## src/rtl/fxp_pkg.sv

```systemverilog
// Shared fixed-point constants, saturation helpers and the stage-1 payload type
// used by the widening (dequant) datapaths.
package fxp_pkg;

    localparam int DATA8_W = 8;
    localparam int RSBP_W  = 4;
    localparam int OPBP_W  = 5;

    typedef struct packed {
        logic signed [DATA8_W-1:0] d;
        logic                      l;
        logic [OPBP_W-1:0]         k;
    } stg1_t;

    function automatic logic [31:0] sat_max(input int w);
        return (32'd1 << (w - 1)) - 32'd1;
    endfunction

    // The low w bits of this pattern are the two's-complement encoding of -2^(w-1).
    function automatic logic [31:0] sat_min(input int w);
        return 32'd1 << (w - 1);
    endfunction

endpackage

```

## src/rtl/fxp_shift_sat.sv

```systemverilog
// Combinational widening shifter: left/arithmetic-right shift of an 8-bit sample,
// overflow detection at OPWIDTH, clamp when DEQUANT_EXPAND_SATURATE_EN is defined, wrap otherwise.
module fxp_shift_sat
    import fxp_pkg::*;
#(
    parameter int OPWIDTH = 24
) (
    input  logic signed [DATA8_W-1:0] i_d,
    input  logic                      i_l,
    input  logic [OPBP_W-1:0]         i_k,
    output logic [OPWIDTH-1:0]        o_q,
    output logic                      o_ovf
);

    localparam int FW = OPWIDTH + 31;

    logic signed [FW-1:0]      w_ext;
    logic signed [FW-1:0]      w_shl;
    logic signed [FW-1:0]      w_shr;
    logic signed [FW-1:0]      w_res;
    logic [FW-OPWIDTH:0]       w_top;

    assign w_ext = {{(FW-DATA8_W){i_d[DATA8_W-1]}}, i_d};
    assign w_shl = w_ext <<< i_k;
    // Arithmetic right shift already yields 0 / -1 once K reaches the sample width.
    assign w_shr = w_ext >>> i_k;
    assign w_res = i_l ? w_shl : w_shr;
    assign w_top = w_res[FW-1:OPWIDTH-1];

    assign o_ovf = i_l & ~((&w_top) | ~(|w_top));

`ifdef DEQUANT_EXPAND_SATURATE_EN
    localparam logic [OPWIDTH-1:0] SAT_HI = OPWIDTH'(sat_max(OPWIDTH));
    localparam logic [OPWIDTH-1:0] SAT_LO = OPWIDTH'(sat_min(OPWIDTH));

    assign o_q = !o_ovf ? w_res[OPWIDTH-1:0]
               : (i_d[DATA8_W-1] ? SAT_LO : SAT_HI);
`else
    assign o_q = w_res[OPWIDTH-1:0];
`endif

endmodule

```

## src/rtl/dequant_expand.sv

```systemverilog
// Two-stage streaming widening converter (8-bit fixed point -> OPWIDTH-bit) with
// valid/ready on both sides and sticky overflow; DEQUANT_EXPAND_SATURATE_EN selects clamp over wrap.
module dequant_expand
    import fxp_pkg::*;
#(
    parameter int OPWIDTH = 24
) (
    input  logic               Clk_i,
    input  logic               Rst_i,
    input  logic               Vld_i,
    output logic               Rdy_o,
    input  logic [7:0]         D_i,
    input  logic [3:0]         RsBp_i,
    input  logic [4:0]         OpBp_i,
    output logic               Vld_o,
    input  logic               Rdy_i,
    output logic [OPWIDTH-1:0] Q_o,
    output logic               Ovf_o,
    output logic               OvfSticky_o,
    input  logic               ClrOvf_i
);

    logic               r_vld_p1;
    stg1_t              r_pay_p1;
    logic               r_vld_p2;
    logic [OPWIDTH-1:0] r_q_p2;
    logic               r_ovf_p2;
    logic               r_ovf_sticky;

    logic               w_ld_p1;
    logic               w_ld_p2;
    logic               w_dir_l;
    logic [OPBP_W-1:0]  w_rsbp_ext;
    stg1_t              w_pay;
    logic [OPWIDTH-1:0] w_q;
    logic               w_ovf;

    assign w_ld_p2 = ~r_vld_p2 | Rdy_i;
    assign w_ld_p1 = ~r_vld_p1 | w_ld_p2;
    assign Rdy_o   = w_ld_p1;

    assign w_rsbp_ext = {1'b0, RsBp_i};
    assign w_dir_l    = (OpBp_i >= w_rsbp_ext);
    assign w_pay.d    = $signed(D_i);
    assign w_pay.l    = w_dir_l;
    assign w_pay.k    = w_dir_l ? (OpBp_i - w_rsbp_ext) : (w_rsbp_ext - OpBp_i);

    // ---- stage 1: capture sample, direction and shift distance ----
    always_ff @(posedge Clk_i) begin
        if (Rst_i) begin
            r_vld_p1 <= 1'b0;
        end else if (w_ld_p1) begin
            r_vld_p1 <= Vld_i;
        end
    end

    always_ff @(posedge Clk_i) begin
        if (w_ld_p1 && Vld_i) begin
            r_pay_p1 <= w_pay;
        end
    end

    fxp_shift_sat #(
        .OPWIDTH (OPWIDTH)
    ) u_shift_sat (
        .i_d   (r_pay_p1.d),
        .i_l   (r_pay_p1.l),
        .i_k   (r_pay_p1.k),
        .o_q   (w_q),
        .o_ovf (w_ovf)
    );

    // ---- stage 2: output register, held while downstream stalls ----
    always_ff @(posedge Clk_i) begin
        if (Rst_i) begin
            r_vld_p2 <= 1'b0;
            r_q_p2   <= '0;
            r_ovf_p2 <= 1'b0;
        end else if (w_ld_p2) begin
            r_vld_p2 <= r_vld_p1;
            if (r_vld_p1) begin
                r_q_p2   <= w_q;
                r_ovf_p2 <= w_ovf;
            end
        end
    end

    // Set takes priority over clear when both land in the same cycle.
    always_ff @(posedge Clk_i) begin
        if (Rst_i) begin
            r_ovf_sticky <= 1'b0;
        end else if (r_vld_p2 && Rdy_i && r_ovf_p2) begin
            r_ovf_sticky <= 1'b1;
        end else if (ClrOvf_i) begin
            r_ovf_sticky <= 1'b0;
        end
    end

    assign Vld_o       = r_vld_p2;
    assign Q_o         = r_q_p2;
    assign Ovf_o       = r_ovf_p2;
    assign OvfSticky_o = r_ovf_sticky;

endmodule

```

## config.mk

```make
export PLATFORM = sky130hd
export DESIGN_NAME = dequant_expand
export DESIGN_NICKNAME = d
export VERILOG_FILES = /design/src/rtl/fxp_pkg.sv /design/src/rtl/fxp_shift_sat.sv /design/src/rtl/dequant_expand.sv
export SDC_FILE = /design/constraint.sdc
export NUM_CORES = 1
export LEC_CHECK = 0
export ABC_AREA = 0
export BUFFER_PORTS_ARGS = -buffer_cell sky130_fd_sc_hd__buf_2
export CAP_MARGIN = 0
export CORE_MARGIN = 2
export CORE_UTILIZATION = 23
export CTS_CLUSTER_DIAMETER = 120
export CTS_CLUSTER_SIZE = 8
export DETAILED_ROUTE_END_ITERATION = 6
export GPL_ROUTABILITY_DRIVEN = 0
export GPL_TIMING_DRIVEN = 0
export REMOVE_ABC_BUFFERS = 1
export SYNTH_ARGS = -nofsm -noshare
export SYNTH_HDL_FRONTEND = slang
export SYNTH_SLANG_ARGS = --single-unit
```

## constraint.sdc

```tcl
create_clock -name Clk_i -period 2.6 [get_ports Clk_i]
set_clock_uncertainty 0.2 [all_clocks]
set_input_delay 0.39 -clock Clk_i [delete_from_list [all_inputs] [get_ports Clk_i]]
set_output_delay 0.39 -clock Clk_i [all_outputs]
set_load 0.02 [all_outputs]
```

==> impl_metrics.py, run 1 <==
metrics = {
    "die": {
        "ios": 50,
        "die_w_um": 115,
        "rows": 40,
        "die_area_mm2": 0.0132,
        "die-height_um": 115,
        "start_util": 0.236,
        "fp.coreArea_mm2": 0.0120,
    },
    "yosys": {
        "synth_edf_count": 14,
        "yosysTopAreaCellShare": 0.197,
        "seq_area_frac_synth": 0.346,
        "synth_ff_type": "dfxtp_1",
        "synthTopCellsByArea": "dfxtp_1 20%, edfxtp_1 15%, nor2_1 5.7%",
        "synthArstFlopShare": 0,
        "yosys.area.top_type": "dfxtp_1",
        "synthCells": 323,
        "yosysWarnings": 0,
        "synthesis.area_mm2": 0.00284,
        "synth_area_per_cell_um2": 8.79,
        "yosys-top-cells-count": "43 x nor2_1, 28 x dfxtp_1, 26 x nor3_1",
        "synth.most_common_cell": "nor2_1",
        "ys_types": 48,
        "ys_ff_latch": 42,
    },
    "routing": {
        "drtPass1Iterations": 4,
        "drt-total-wl_um": 7740,
        "drt_iter0_drc": 192,
        "antenna_left": 0,
        "post-route-drc-count": 0,
        "vias": 2632,
        "wl_per_cell_um": 15.1,
        "drt-vias-per-instance": 5.14,
    },
    "clock_tree": {
        "cts_sinks": 42,
        "cts_buffers": 5,
        "cts_buffer_depth": 2,
        "cts_root_buf": "clkbuf_16",
        "cts_tree": "done",
        "clk_latency_ns": 0.28,
        "postCtsHoldBufs": 0,
        "h-tree-depth": 2,
        "path_clk_slew_ns": 0.06,
    },
    "layout": {
        "final_layout_size_suffix_gt1_frac": 0.219,
        "num_antenna_cells": 0,
        "area_growth_pct": 20.8,
        "fin_util": 0.285,
        "nets": 396,
    },
    "placement": {
        "place_hpwl_um": 5560,
        "place_ws_ns": -0.334,
        "io_buffers": 49,
    },
    "min_path": {
        "min_from": "D_i[5]",
        "hp-class": "primary input to register",
    },
    "sta": {
        "rsz0062_at_grt": "false",
        "hold_viol_final": 0,
        "drv_slew": 0,
        "max-slew-margin-rel": 0.464,
        "max_freq_ghz": 0.393,
        "setup_viol": 0,
        "fin_hold_ws_ns": 0.0796,
        "worst_pin_slew_ns": 0.802,
        "timing.final.ws_setup_ns": 0.0532,
        "tns_ns": 0,
        "fin_crit_sh": 0.980,
        "min_period_ns": 2.55,
    },
    "power": {
        "p_total_w": 0.00204,
        "power_leakage_nw": 1.43,
        "peakVddDrop_uv": 261,
        "pwr_density_cell_mw_per_mm2": 595,
    },
    "critical_path": {
        "critPathMaxFanout": 14,
        "crit_slowest_cell": "edfxtp_1",
        "critPathMaxStageDelay_ns": 0.63,
        "cp-start-kind": "register",
        "end_kind": "register",
        "crit_arrival_ns": 2.52,
        "crit_required_ns": 2.58,
        "crit_buf_inv": 0,
        "critical_path.cell_chain": "mux2_2 -> mux4_2 -> a311oi_2 -> nand4_1 -> a31o_1",
        "r2r-start": "r_pay_p1[13]",
        "critical_path_class": "register to register",
        "cp_top_family": "multiplexers",
        "worstSetupStartpoint": "r_pay_p1[13]",
    },
    "global_routing": {
        "grt_overflow_total": 0,
        "grt_pass1_vias": 2524,
        "track_usage": 0.120,
        "grt_start_max_net_pins": 30,
        "grt_pass1_wl_um": 12700,
        "grt_antenna_before_repair": 0,
    },
    "run_status": {
        "status": "complete, no violations",
    },
    "flow_run": {
        "maxCapViolations": 0,
    },
}
-- sequential cells by signal (all words and copies together), names as in the netlist --
name         count
OvfSticky_o      1
Ovf_o            1
Q_o             24
Vld_o            1
r_pay_p1        14
r_vld_p1         1
-- placed cells by master, fill, tap and decap left out, types with 5 or more instances in the layout --
cell type  count
clkbuf_16      5
inv_1         15
a31oi_1        5
nand2_1       18
dfxtp_1       28
nor2b_1       11
nor3_1        26
edfxtp_1      14
ha_1           8
a21o_1         6
buf_2         49
a21oi_1       25
nor2_1        43
a221oi_1       9
mux2i_1       11
a211oi_1      10
o21ai_0       10
-- metal layers --
layer,routed length [um],up-vias,global-route usage,part of all wire
li1,-,1278,-,-
met5,0,-,0,0
met4,213,0,0.0530,0.028
met1,3460,1247,0.160,0.45
met3,484,17,0.0306,0.063
met2,3580,90,0.184,0.46
-- repair_timing --
item,in CTS,in global routing
setup buffers,5,1
endpoints found under the hold margin,0,0
setup endpoints to repair,8,12
pin swaps,0,1
gates cloned,0,0
gates resized for setup,2,3
-- report_power, final --
group | internal, W | switching [W]
Clock | 0.000375 | 0.000239
Combinational | 0.000252 | 0.000380
Sequential | 0.000735 | 0.0000604
-- stage by stage --
stage,cell area [um2],instances
6_report,3430,512
5_1_grt,3430,512
4_1_cts,3400,511
3_5_place_dp,3190,498
3_3_place_gp,3170,497
2_1_floorplan,2740,301
-- layout make-up --
class,instances,area [um2]
clock buffer,6,139
clock inverter,2,7.51
fill,1277,8580
inverter,16,60.1
multi-input combinational,243,1730
sequential,42,981
tap,147,184
timing repair buffer,56,328
-- kinds of logic (layout without fill, tap and decap cells) --
family                   count (synthesis)  after routing  share of synthesized area
AO/OA/AOI/OAI                           87             87                      0.211
XOR/XNOR                                 3              3                    0.00926
adder cells (fa/ha/maj)                 10             10                     0.0494
buffers and inverters                   38             80                     0.0555
flip-flops                              42             42                      0.346
multiplexers                            25             25                      0.131
AND/OR/NAND/NOR                        118            118                      0.198
-- final timing paths --
kind | endpoint | slack [ns] | cells after the start
hold / removal | r_pay_p1[11] | 0.08 | 1
setup reg to reg | Ovf_o | 0.05 | 5
setup / recovery | Ovf_o | 0.05 | 5
hold reg to reg | OvfSticky_o | 0.27 | 2
(Power assumes the default switching activity.)
==> run 2: changes to the inputs <==
==> constraint.sdc (replaced) <==
create_clock -name Clk_i -period 2.75 [get_ports Clk_i]
set_clock_uncertainty 0.2 [all_clocks]
set_input_delay 0.4125 -clock Clk_i [delete_from_list [all_inputs] [get_ports Clk_i]]
set_output_delay 0.4125 -clock Clk_i [all_outputs]
set_load 0.02 [all_outputs]
==> run 2 against run 1 <==
Register-to-register slack worse by 0.02 ns. Via count down 2.4%. Critical path depth unchanged. Sequential share of layout area up 0.51 points. Count of clock-buffer cells in the layout unchanged. Power down 6.7%. Routed wire length down 2.5%. Maximum frequency down 6.2%. Clock power down 5.4%. Flip-flop and latch count unchanged. Worst setup slack worse by 0.018 ns.
==> impl_metrics.py, run 2 (same netlist as run 1, synthesis figures left out) <==
metrics = {
    "run_status": {
        "status": "complete, no violations",
    },
    "clock_tree": {
        "postCtsHoldBufs": 0,
        "cts_buffers": 5,
        "path_clk_slew_ns": 0.06,
        "h-tree-depth": 2,
        "cts_buffer_depth": 2,
        "clk_latency_ns": 0.28,
        "cts_sinks": 42,
        "cts_root_buf": "clkbuf_16",
        "cts_tree": "done",
    },
    "routing": {
        "drt_iter0_drc": 168,
        "antenna_left": 0,
        "drt-total-wl_um": 7550,
        "drtPass1Iterations": 4,
        "top_layer": "met4",
        "drt-vias-per-instance": 5.05,
        "dr_wl_met2_um": 3500,
        "post-route-drc-count": 0,
        "met3RoutedLength_um": 454,
        "wl_per_cell_um": 14.8,
        "vias": 2570,
        "drt-met1-wl_um": 3420,
    },
    "global_routing": {
        "grt_pass1_wl_um": 12600,
        "track_usage": 0.119,
        "grt_start_max_net_pins": 30,
        "grt_overflow_total": 0,
        "grt_antenna_before_repair": 0,
        "grt_pass1_vias": 2491,
    },
    "critical_path": {
        "critical_path_class": "register to register",
        "critPathMaxFanout": 13,
        "cp_top_family": "multiplexers",
        "r2r-start": "r_pay_p1[0]",
        "end_kind": "register",
        "critPathMaxStageDelay_ns": 0.71,
        "reg2reg_to": "Ovf_o",
        "critical_path.cell_chain": "mux2_2 -> mux4_2 -> a311oi_2 -> nand4_1 -> a31o_1",
        "crit_arrival_ns": 2.69,
        "ff2ff_setup_slack_ns": 0.04,
        "crit_buf_inv": 0,
        "cp-start-kind": "register",
        "crit_required_ns": 2.73,
        "r2r.worst_path.cells": 5,
        "crit_slowest_cell": "edfxtp_1",
    },
    "power": {
        "p_total_w": 0.00190,
        "internal_power_w": 0.00127,
        "seq_power_share": 0.405,
        "p_comb_frac": 0.290,
        "p_sw_frac": 0.331,
        "peakVddDrop_uv": 250,
        "power.switching_w": 0.000631,
        "pwr_density_cell_mw_per_mm2": 565,
        "clkPwrFrac": 0.305,
        "power_leakage_nw": 1.40,
    },
    "die": {
        "die_w_um": 115,
        "start_util": 0.236,
        "fp.coreArea_mm2": 0.0120,
        "rows": 40,
        "ios": 50,
        "die-height_um": 115,
        "die_area_mm2": 0.0132,
    },
    "sta": {
        "hold_viol_final": 0,
        "drv_slew": 0,
        "tns_ns": 0,
        "max_freq_ghz": 0.368,
        "max-slew-margin-rel": 0.252,
        "rsz0062_at_grt": "true",
        "fin_crit_sh": 0.987,
        "setup_viol": 0,
        "min_period_ns": 2.71,
        "worst_pin_slew_ns": 1.11,
    },
    "min_path": {
        "hold_path_end": "r_pay_p1[11]",
        "hp-class": "primary input to register",
        "holdPathStages": 1,
        "min_from": "D_i[5]",
    },
    "layout": {
        "mostFrequentLayoutCells": "49 x buf_2, 43 x nor2_1, 28 x dfxtp_1",
        "fin_util": 0.280,
        "final_layout_size_suffix_gt1_frac": 0.207,
        "num_antenna_cells": 0,
        "nets": 393,
        "area_growth_pct": 18.6,
        "mostFrequentLayoutCell": "buf_2",
        "n_fill_cell": 1277,
        "largest_reg_flops": 24,
    },
    "flow_run": {
        "maxCapViolations": 0,
    },
    "placement": {
        "place_hpwl_um": 5560,
        "io_buffers": 49,
    },
}
run 2: what timing repair did:
action	CTS	global route
buffers inserted	3	0
gates resized for setup	0	2
endpoints found under the setup margin	1	3
run 2: cell type report:
cell class              instances  area [um2]  area share
repair buffers                 53         287      0.0851
flip-flops and latches         42         981       0.291
inverters                      16        60.1      0.0178
clock buffers                   6         139      0.0412
clock inverters                 2        7.51     0.00223
multi-input cells             243        1710       0.508
well taps                     147         184      0.0546
run 2: per-stage QoR:
step                setup slack (ns)  instances  hold WS (ns)  instance area [um2]
detailed placement            -0.184        498         0.266                 3190
finish                        0.0351        509         0.102                 3370
CTS                           0.0247        509        0.0990                 3360
global placement               -1.15        497         0.262                 3170
global route                 -0.0801        509        0.0972                 3370
floorplan                    -0.0722        301         0.282                 2740
run 2: routing by layer:
| layer | GRT usage | vias up |
|---|---|---|
| li1 | - | 1272 |
| met1 | 0.157 | 1197 |
| met2 | 0.186 | 86 |
| met3 | 0.0300 | 15 |
| met4 | 0.0482 | 0 |
| met5 | 0 | - |
run 2: worst reg2reg max path, delay by kind of cell, from the launching register on:
kind	cells	cell delay, ns
multiplexers	2	1.02
AND/OR/NAND/NOR	1	0.16
flip-flops	1	0.71
AO/OA/AOI/OAI	2	0.52
run 2: power by group through the flow:
stage / Clock, W / Combinational, W / Sequential (W)
finish: 0.000581 / 0.000551 / 0.000771
global route: 0.000627 / 0.000612 / 0.000781
CTS: 0.000597 / 0.000548 / 0.000771
detailed placement: 0 / 0.000519 / 0.000799
global placement: 0 / 0.000510 / 0.000796
floorplan: 0 / 0.000342 / 0.000809
run 2: worst max path at each step:
stage | startpoint | slack [ns] | cells after the start | to
after floorplan | Vld_o | -0.07 | 5 | Q_o[17]
after global placement | Rdy_i | -1.15 | 6 | Q_o[16]
after detailed placement | r_pay_p1[0] | -0.18 | 5 | Ovf_o
after CTS | r_pay_p1[0] | 0.02 | 5 | Ovf_o
after global routing | r_pay_p1[0] | -0.08 | 5 | Ovf_o
final | r_pay_p1[0] | 0.04 | 5 | Ovf_o
==> run 3: changes to the inputs <==
==> constraint.sdc (replaced) <==
create_clock -name Clk_i -period 2.5 [get_ports Clk_i]
set_clock_uncertainty 0.2 [all_clocks]
set_input_delay 0.375 -clock Clk_i [delete_from_list [all_inputs] [get_ports Clk_i]]
set_output_delay 0.375 -clock Clk_i [all_outputs]
set_load 0.02 [all_outputs]
==> run 3 against run 2 <==
Worst hold slack worse by 0.038 ns. Sequential power increased by 5.8%. Register-to-register slack gained 0.05 ns. Worst setup slack improved by 0.053 ns. Critical endpoint unchanged. Flip-flop and latch count stayed put. Largest cell class unchanged. First-iteration DRC count up 13%. Cell count is 1.8% higher. Clock power is 10% higher. Count of clock-buffer cells in the layout unchanged. Core utilization grew 0.98 points. Critical path type unchanged. Largest power group unchanged. Die area is the same.
==> impl_metrics.py, run 3 (same netlist as run 1, synthesis figures left out) <==
metrics = {
    "clock_tree": {
        "clk_latency_ns": 0.28,
        "cts_sinks": 42,
        "cts_root_buf": "clkbuf_16",
        "cts_buffers": 5,
        "cts_buffer_depth": 2,
        "path_clk_slew_ns": 0.06,
        "h-tree-depth": 2,
        "postCtsHoldBufs": 0,
        "cts_tree": "done",
    },
    "placement": {
        "io_buffers": 49,
        "dp_cells": 498,
        "place_hpwl_um": 5560,
    },
    "routing": {
        "drt-met1-wl_um": 3510,
        "wl_per_cell_um": 15.2,
        "drt-total-wl_um": 7850,
        "top_layer": "met4",
        "antenna_left": 0,
        "drt-vias-per-instance": 5.10,
        "met3RoutedLength_um": 400,
        "vias": 2642,
        "post-route-drc-count": 0,
        "drtPass1Iterations": 4,
        "dr_wl_met2_um": 3700,
        "drt_iter0_drc": 190,
    },
    "power": {
        "peakVddDrop_uv": 272,
        "power_leakage_nw": 1.46,
        "pwr_density_cell_mw_per_mm2": 618,
    },
    "die": {
        "start_util": 0.236,
        "rows": 40,
        "die_area_mm2": 0.0132,
        "fp.coreArea_mm2": 0.0120,
        "die_w_um": 115,
        "die-height_um": 115,
        "ios": 50,
    },
    "layout": {
        "area_growth_pct": 22.8,
        "mostFrequentLayoutCells": "49 x buf_2, 43 x nor2_1, 28 x dfxtp_1",
        "num_antenna_cells": 0,
        "n_fill_cell": 1273,
        "final_cells": 518,
        "ff_latch_area_um2": 981,
        "multi_input_area_mm2": 0.00173,
        "mostFrequentLayoutCell": "buf_2",
        "largest_reg_flops": 24,
        "nets": 402,
        "final_layout_size_suffix_gt1_frac": 0.232,
    },
    "min_path": {
        "hp-class": "primary input to register",
        "min_from": "D_i[5]",
    },
    "critical_path": {
        "critPathMaxStageDelay_ns": 0.53,
        "cp_top_family": "multiplexers",
        "crit_required_ns": 2.48,
        "critical_path.cell_chain": "buf_12 -> mux2_2 -> mux4_2 -> a311oi_2 -> nand4_1 -> a31o_1",
        "crit_slowest_cell": "mux4_2",
        "worstSetupStartpoint": "r_pay_p1[0]",
        "end_kind": "register",
        "critPathMaxFanout": 13,
        "crit_buf_inv": 1,
        "cp-start-kind": "register",
        "crit_arrival_ns": 2.39,
        "r2r-start": "r_pay_p1[0]",
        "critical_path_class": "register to register",
    },
    "global_routing": {
        "grt_overflow_total": 0,
        "grt_pass1_wl_um": 12700,
        "grt_antenna_before_repair": 0,
        "grt_pass1_vias": 2518,
        "track_usage": 0.120,
        "grt_start_max_net_pins": 30,
    },
    "sta": {
        "worst_pin_slew_ns": 0.819,
        "setup_viol": 0,
        "fin_hold_ws_ns": 0.0639,
        "min_period_ns": 2.41,
        "hold_viol_final": 0,
        "fin_crit_sh": 0.965,
        "max_freq_ghz": 0.415,
        "tns_ns": 0,
        "drv_slew": 0,
        "max-slew-margin-rel": 0.453,
    },
    "run_status": {
        "status": "complete, no violations",
    },
    "flow_run": {
        "maxCapViolations": 0,
    },
}
[run 3: cell count changes in the layout (fill, tap and decap cells not counted)]
cell	before	now
o32ai_1	1	0
buf_4	2	8
o32ai_2	0	1
buf_12	0	2
a211oi_4	0	1
o21ai_1	1	0
a211oi_2	1	0
clkbuf_8	1	2
o21ai_2	0	1
[run 3: what timing repair did]
item,in CTS,in global routing
setup endpoints to repair,19,5
setup buffers,5,7
gates resized for setup,3,2
pin swaps,1,1
endpoints found under the hold margin,0,0
[run 3: per-stage QoR]
step | total power [W] | setup WS [ns] | utilization | instance area (um2)
after floorplan | 0.00127 | -0.322 | - | 2740
after global placement | 0.00144 | -1.36 | 0.264 | 3170
after detailed placement | 0.00145 | -0.434 | 0.265 | 3190
after CTS | 0.00212 | -0.00356 | 0.283 | 3400
after global routing | 0.00228 | -0.0121 | 0.290 | 3490
final | 0.00215 | 0.0885 | 0.290 | 3490
[run 3: path summary, 6_finish.rpt]
| path | slack, ns | end | cells after the start |
|---|---|---|---|
| max reg2reg | 0.09 | Ovf_o | 6 |
| min | 0.06 | r_pay_p1[11] | 1 |
| min reg2reg | 0.27 | OvfSticky_o | 2 |
| max | 0.09 | Ovf_o | 6 |
[run 3: final cells by class]
cell class	instances	area share
multi-input cells	243	0.496
flip-flops and latches	42	0.281
repair buffers	62	0.111
well taps	147	0.0528
clock buffers	6	0.0398
inverters	16	0.0172
clock inverters	2	0.00215
[run 3: per-layer routing]
metal | global-route usage | vias up
li1 | - | 1293
met1 | 0.160 | 1248
met2 | 0.185 | 82
met3 | 0.0295 | 19
met4 | 0.0514 | 0
met5 | 0 | -
[run 3: report_power, final]
part	leakage (nW)	switching, W	internal (W)
registers	0.367	0.0000513	0.000764
logic	1.02	0.000414	0.000282
clock network	0.0719	0.000252	0.000390
[run 3: worst register-to-register path, delay by kind of cell, from the launching register on]
family | cells | cell delay [ns]
DFF | 1 | 0.37
AOI/OAI and AO/OA | 2 | 0.51
muxes | 2 | 0.91
buffers and inverters | 1 | 0.15
and+or+nand+nor | 1 | 0.16
